--- src/rtl/decodificador_pt2272.sv ---
`default_nettype none
// ============================================================================
// decodificador_pt2272 : PT2272-style receiver for a PT2262 trinary stream
// Rev 1.0
// ============================================================================
module decodificador_pt2272 #(
  parameter int ALPHA_CLKS     = 250,
  parameter int SYNC_MIN_ALPHA = 64,
  parameter int VT_HOLD_FRAMES = 4,
  parameter int CNT_W          = 16
) (
  input  logic       clk,
  input  logic       reset,
  input  logic       cod_i,
  input  logic [7:0] addr_val,
  input  logic [7:0] addr_f,
  output logic [3:0] d_o,
  output logic       vt,
  output logic       frame_ok,
  output logic       rx_err
);

  localparam logic [CNT_W-1:0] c_short_min = CNT_W'(2 * ALPHA_CLKS);
  localparam logic [CNT_W-1:0] c_long_min  = CNT_W'(8 * ALPHA_CLKS);
  localparam logic [CNT_W-1:0] c_long_max  = CNT_W'(16 * ALPHA_CLKS);
  localparam logic [CNT_W-1:0] c_sync_min  = CNT_W'(SYNC_MIN_ALPHA * ALPHA_CLKS);
  localparam int               c_hold_cyc  = VT_HOLD_FRAMES * 512 * ALPHA_CLKS;
  localparam int               c_hold_w    = (c_hold_cyc > 2) ? $clog2(c_hold_cyc) : 1;
  localparam logic [c_hold_w-1:0] c_hold_load = c_hold_w'(c_hold_cyc - 1);
  localparam logic [1:0]       c_t0        = 2'b00;
  localparam logic [1:0]       c_t1        = 2'b01;
  localparam logic [1:0]       c_tf        = 2'b10;
  localparam logic [4:0]       c_sync_high = 5'd24;
  localparam logic [4:0]       c_all_highs = 5'd25;

  typedef enum logic [2:0] {
    S_HUNT  = 3'd0,
    S_ARMED = 3'd1,
    S_HIGH  = 3'd2,
    S_LOW   = 3'd3,
    S_CHECK = 3'd4
  } state_t;

  logic                r_sync1, r_sync2, r_prev;
  logic [CNT_W-1:0]    r_cnt;
  state_t              r_state, w_state_nxt;
  logic [4:0]          r_highs, w_highs_nxt;
  logic                r_first, w_first_nxt;
  logic [23:0]         r_bits, w_bits_nxt;
  logic [3:0]          r_cand;
  logic                r_cand_valid;
  logic [c_hold_w-1:0] r_hold;
  logic [3:0]          r_d;
  logic                r_vt, r_frame_ok, r_rx_err;

  logic       w_rise, w_fall, w_edge;
  logic       w_short, w_long, w_ok, w_sync;
  logic [1:0] w_trit;
  logic       w_trit_bad, w_err;
  logic       w_addr_ok, w_data_ok;
  logic [3:0] w_data;

  assign w_rise  = r_sync2 & ~r_prev;
  assign w_fall  = ~r_sync2 & r_prev;
  assign w_edge  = r_sync2 ^ r_prev;
  assign w_short = (r_cnt >= c_short_min) && (r_cnt < c_long_min);
  assign w_long  = (r_cnt >= c_long_min) && (r_cnt <= c_long_max);
  assign w_ok    = w_short | w_long;
  // Live sync detection: the low run qualifies as soon as it is long enough.
  assign w_sync  = ~r_sync2 && ~w_fall && (r_cnt >= c_sync_min);

  // Pair (first high, second high): S,S=0  L,L=1  S,L=F  L,S=invalid
  assign w_trit     = r_first ? c_t1 : (w_long ? c_tf : c_t0);
  assign w_trit_bad = r_first & ~w_long;

  always_comb begin
    w_state_nxt = r_state;
    w_highs_nxt = r_highs;
    w_first_nxt = r_first;
    w_bits_nxt  = r_bits;
    w_err       = 1'b0;
    case (r_state)
      S_HUNT: if (w_sync) w_state_nxt = S_ARMED;
      S_ARMED: begin
        if (w_rise) begin
          w_state_nxt = S_HIGH;
          w_highs_nxt = '0;
          w_bits_nxt  = '0;
        end
      end
      S_HIGH: begin
        if (w_fall) begin
          if (!w_ok || (r_highs == c_sync_high && w_long) ||
              (r_highs != c_sync_high && r_highs[0] && w_trit_bad)) begin
            w_err       = 1'b1;
            w_state_nxt = S_HUNT;
          end else begin
            w_highs_nxt = r_highs + 5'd1;
            w_state_nxt = S_LOW;
            if (r_highs != c_sync_high) begin
              if (!r_highs[0]) w_first_nxt = w_long;
              else w_bits_nxt[{r_highs[4:1], 1'b0} +: 2] = w_trit;
            end
          end
        end
      end
      S_LOW: begin
        if (w_rise) begin
          if (w_ok && r_highs < c_all_highs) begin
            w_state_nxt = S_HIGH;
          end else begin
            w_err       = 1'b1;
            w_state_nxt = S_HUNT;
          end
        end else if (w_sync) begin
          if (r_highs == c_all_highs) begin
            w_state_nxt = S_CHECK;
          end else begin
            // A premature sync gap still marks the start of a new frame.
            w_err       = 1'b1;
            w_state_nxt = S_ARMED;
          end
        end
      end
      S_CHECK: w_state_nxt = S_ARMED;
      default: w_state_nxt = S_HUNT;
    endcase
  end

  always_comb begin
    w_addr_ok = 1'b1;
    w_data_ok = 1'b1;
    w_data    = '0;
    for (int i = 0; i < 8; i++) begin
      if (addr_f[i]) begin
        if (r_bits[2*i +: 2] != c_tf) w_addr_ok = 1'b0;
      end else if (r_bits[2*i +: 2] != {1'b0, addr_val[i]}) begin
        w_addr_ok = 1'b0;
      end
    end
    for (int k = 0; k < 4; k++) begin
      w_data[3-k] = r_bits[2*(8+k)];
      if (r_bits[2*(8+k) +: 2] == c_tf) w_data_ok = 1'b0;
    end
  end

  always_ff @(posedge clk) begin
    if (reset) begin
      r_sync1      <= 1'b0;
      r_sync2      <= 1'b0;
      r_prev       <= 1'b0;
      r_cnt        <= '0;
      r_state      <= S_HUNT;
      r_highs      <= '0;
      r_first      <= 1'b0;
      r_bits       <= '0;
      r_cand       <= '0;
      r_cand_valid <= 1'b0;
      r_hold       <= '0;
      r_d          <= '0;
      r_vt         <= 1'b0;
      r_frame_ok   <= 1'b0;
      r_rx_err     <= 1'b0;
    end else begin
      r_sync1    <= cod_i;
      r_sync2    <= r_sync1;
      r_prev     <= r_sync2;
      r_state    <= w_state_nxt;
      r_highs    <= w_highs_nxt;
      r_first    <= w_first_nxt;
      r_bits     <= w_bits_nxt;
      r_frame_ok <= 1'b0;
      r_rx_err   <= w_err;
      if (w_edge) r_cnt <= CNT_W'(1);
      else if (r_cnt != {CNT_W{1'b1}}) r_cnt <= r_cnt + CNT_W'(1);

      if (r_vt) begin
        if (r_hold == '0) r_vt <= 1'b0;
        else r_hold <= r_hold - c_hold_w'(1);
      end

      // Acceptance is written after the hold logic so a reload beats expiry.
      if (r_state == S_CHECK) begin
        if (w_addr_ok && w_data_ok) begin
          if (r_cand_valid && r_cand == w_data) begin
            r_d        <= w_data;
            r_vt       <= 1'b1;
            r_frame_ok <= 1'b1;
            r_hold     <= c_hold_load;
          end else begin
            r_cand       <= w_data;
            r_cand_valid <= 1'b1;
          end
        end else begin
          r_cand       <= '0;
          r_cand_valid <= 1'b0;
        end
      end else if (w_err) begin
        r_cand       <= '0;
        r_cand_valid <= 1'b0;
      end
    end
  end

  assign d_o      = r_d;
  assign vt       = r_vt;
  assign frame_ok = r_frame_ok;
  assign rx_err   = r_rx_err;

endmodule
`default_nettype wire

--- config.mk ---
export PLATFORM = sky130hd
export DESIGN_NAME = decodificador_pt2272
export DESIGN_NICKNAME = d
export VERILOG_FILES = /design/src/rtl/decodificador_pt2272.sv
export SDC_FILE = /design/constraint.sdc
export NUM_CORES = 1
export LEC_CHECK = 0
export CAP_MARGIN = 20
export CORE_MARGIN = 4
export CORE_UTILIZATION = 60
export CTS_CLUSTER_DIAMETER = 150
export CTS_CLUSTER_SIZE = 14
export DETAILED_ROUTE_END_ITERATION = 16
export PLACE_DENSITY = 0.89
export SLEW_MARGIN = 40
export SYNTH_ARGS = -nofsm -noshare
export SYNTH_HDL_FRONTEND = slang
export SYNTH_SLANG_ARGS = --single-unit
--- constraint.sdc ---
create_clock -name clk -period 3.25 [get_ports clk]
set_input_delay 0.975 -clock clk [delete_from_list [all_inputs] [get_ports clk]]
set_output_delay 0.975 -clock clk [all_outputs]
set_load 0.02 [all_outputs]
==> summary.md <==
| Metric | Value |
|---|---|
| Power Density | 364 mW/mm^2 |
| RR Endpoint | r_bits[9]$_SDFFE_PP0P_ |
| # resized after CTS | 0 |
| Reg area | 0.00166 sq mm |
| Overall routing resource usage | 25.0% |
| DIE WIDTH | 95.5 um |
| Post-synth EDFFs | 0 |
| Pin count of the biggest net entering global routing | 30 |
| Longest Clk Path Bufs | 2 |
| H-tree Lvls | 3 |
| Critical path buffers and inverters | 3 |
| Worst-Margin Slew | 669 ps |
| Die Y | 95.5 um |
| Crit start category | input pin |
| Outcome | complete, no violations |
| Worst slack at placement | -195 ps |
| Synthesized cell area | 0.00459 sq mm |
| Final setup margin | 158 ps |
| CP max FO | 10 |
| Max_cap viols | 0 |
| First-pass iteration count of the detailed router | 8 |
| # clock sinks | 83 |
| Detail Route Antenna Nets | 0 |
| CTS clk-pin slew, worst paths | 90 ps |
| DRC | 0 |
| Initial Util | 62.6% |
| Most common cell in the netlist | dfxtp_1 |
| Slew Limit Fails | 0 |
| Ys flop type | dfxtp_1 |
| Leakage | 1.74 nW |
| Hold EP | r_bits[19]$_SDFFE_PP0P_ |
| Final period util | 95.1% |
| Share of layout cells above drive strength 1 | 8.47% |
| Layout area overhead | 13.3% |
| Worst Hold Class | reg -> reg |
| Die area | 0.00911 sq mm |
| Setup bufs post-CTS | 0 |
| Gr ovfl total | 0 |
| Top-Level Pins | 26 |
| Critical path class | in -> reg |
| Fillers | 540 |
| Post-synthesis mux area share | 1.34% |
| R2R cell count | 8 |
| Synth unique cells | 59 |
| Sequential fraction of the synthesis area | 36.2% |
| Hold_ws | 465 ps |
| Antenna Cells | 0 |
| Flip-flop and latch count after synthesis | 83 |
| Post-Layout Inst Area | 0.00520 sq mm |
| Setup TNS | 0 ps |
| Crit path DAT | 3350 ps |
| XOR/XNOR Fraction of Synth Area | 5.92% |
| Commonest cells in the synthesized netlist | dfxtp_1 (83), nor2_1 (48), a21oi_1 (36) |
| Crit path required time | 3510 ps |
| Minimum clock period | 3090 ps |
| Synth Area in Simple Gates | 29.4% |
| # nets final | 617 |
| Synth Instances | 560 |
| First-pass GRT wire length | 18300 um |
| VDD IR-drop max | 0.000265 V |
| Via density | 6.35 |
| Largest stage delay, worst path | 420 ps |
| Port bufs | 25 |
| Area leader, netlist | dfxtp_1 |
| Hold path cells | 1 |
| Worst skew pair latency | 360 ps |
| Gpl congestion | 0.988 |
| Slew headroom | 54.9% |
| Largest family of logic cells by synthesized area | simple AND/OR/NAND/NOR gates |
| CP most frequent cell | buf_4 |
| Placed cell area | 0.00498 sq mm |
| Syn Area/Cell | 8.20 sq um |
| Worst reg2reg path startpoint | r_highs[1]$_SDFFE_PP0P_ |
| WL final | 11100 um |
| Drt wl/cell | 16.2 um |
| Yosys warnings | 0 |
| CP Capture Type | flop |
| Compound-cell area share of the yosys netlist | 19.4% |
| HPWL Detailed | 7940 um |
| Slowest CP cell | clkdlybuf4s50_1 |
| Worst Min Path Start | r_bits[19]$_SDFFE_PP0P_ |
| Antenna violations before repair | 0 |
| Syn Nets | 592 |
| FFs w/ async S/R, synth | 0% |
| CTS root buffer | clkbuf_8 |
| Multi-input gate area | 0.00275 sq mm |
| Setup violations, final | 0 |
| Clk_skew | 8.02 ps |
| CP cell instances | clkdlybuf4s50_1 -> or3_1 -> a21oi_1 -> nor2_1 -> buf_4 -> nor4_1 -> buf_4 -> nand3_1 -> and3b_1 |
| Delay-heaviest family, CP | simple AND/OR/NAND/NOR gates |
| Vias | 4373 |
| TritonCTS clock tree | yes |
| TritonCTS Buffers | 9 |
| Initial DRC Count | 302 |
| Vias in the first global route | 4007 |
| Cts hold-fix bufs | 0 |
| Row count | 31 |
| Post-synth top area share | 36.2% |
| R2r setup slk | 540 ps |
| FMAX | 0.323 GHz |
| Synth top area cells | dfxtp_1 (36%), xnor2_1 (4.6%), a21oi_1 (3.9%), nor2_1 (3.9%), ha_1 (3.5%) |
| Core area | 0.00733 sq mm |
| Post-synthesis adder-cell area fraction | 3.54% |
| Final hold vios | 0 |
| RSZ-0062 raised after global routing | false |
routing by layer:
layer  wire (um)  track usage [%]
met1        4640             30.9
met2        5440             42.4
met3         863             6.24
met4         198             8.06
met5           0                0
layout by cell type (no fill, tap or decap), types with 5 or more instances in the layout:
| cell type | count |
|---|---|
| xor2_1 | 7 |
| nor4_1 | 10 |
| o211ai_1 | 19 |
| or4_1 | 10 |
| clkbuf_8 | 10 |
| nor3b_1 | 8 |
| nand3_1 | 24 |
| xnor2_1 | 24 |
| ha_1 | 13 |
| nor3_1 | 23 |
| nand2_1 | 34 |
| a21oi_1 | 36 |
| dfxtp_1 | 83 |
| nand3b_1 | 6 |
| clkdlybuf4s50_1 | 25 |
| a31oi_1 | 5 |
| o22ai_1 | 6 |
| nand4_1 | 10 |
| or3_1 | 14 |
| o21ai_0 | 24 |
| and2_1 | 7 |
| or2_2 | 6 |
| inv_1 | 19 |
| o31ai_1 | 17 |
| mux2i_1 | 5 |
| nand2b_1 | 5 |
| buf_4 | 18 |
| nor2_1 | 48 |
| nor2b_1 | 15 |
worst max-delay path by stage:
stage / from / cells after the start / to / slack, ps
after detailed placement: addr_val[2] / 9 / r_hold[13]$_SDFF_PP0_ / -200
final: addr_val[2] / 9 / r_hold[13]$_SDFF_PP0_ / 160
after CTS: addr_val[2] / 9 / r_hold[13]$_SDFF_PP0_ / 180
after global placement: addr_val[2] / 9 / r_hold[12]$_SDFF_PP0_ / -130
after global routing: addr_val[2] / 9 / r_hold[13]$_SDFF_PP0_ / 90
after floorplan: addr_val[2] / 8 / r_hold[4]$_SDFF_PP0_ / 330
cells by family (layout without fill, tap and decap cells):
family	after synthesis	after routing
buf+inv	48	78
xor+xnor	31	31
simple gates	243	243
fa+ha+maj	13	13
compound gates	136	136
mux	6	6
flops	83	83
final cells by class:
cell class	count	area share (%)
Timing Repair Buffer	43	7.41
Inverter	19	1.37
Tap cell	99	2.38
Clock buffer	10	2.65
Clock inverter	6	1.40
Multi-Input combinational cell	429	52.9
Sequential cell	83	31.9
report_power, final:
| part | internal [mW] | total (mW) | leakage [nW] | switching (mW) |
|---|---|---|---|---|
| sequential | 1.02 | 1.03 | 0.669 | 0.00555 |
| combinational | 0.0447 | 0.0867 | 0.978 | 0.0421 |
| clock | 0.384 | 0.782 | 0.0971 | 0.398 |
through the flow:
step	util (%)	power, mW	cells
final	71.0	1.89	689
after global routing	71.0	1.96	689
after CTS	70.8	1.91	689
after detailed placement	67.9	1.13	673
after global placement	67.9	1.13	673
after floorplan	-	1.09	560
flip-flops by register name, summed over array words and instances, names as in the netlist:
name	flops
d_o	4
frame_ok	1
r_bits	24
r_cand	4
r_cand_valid	1
r_cnt	16
r_first	1
r_highs	5
r_hold	19
r_prev	1
r_state	3
r_sync1	1
r_sync2	1
rx_err	1
vt	1
No activity file was read; power rests on OpenSTA's default activity.
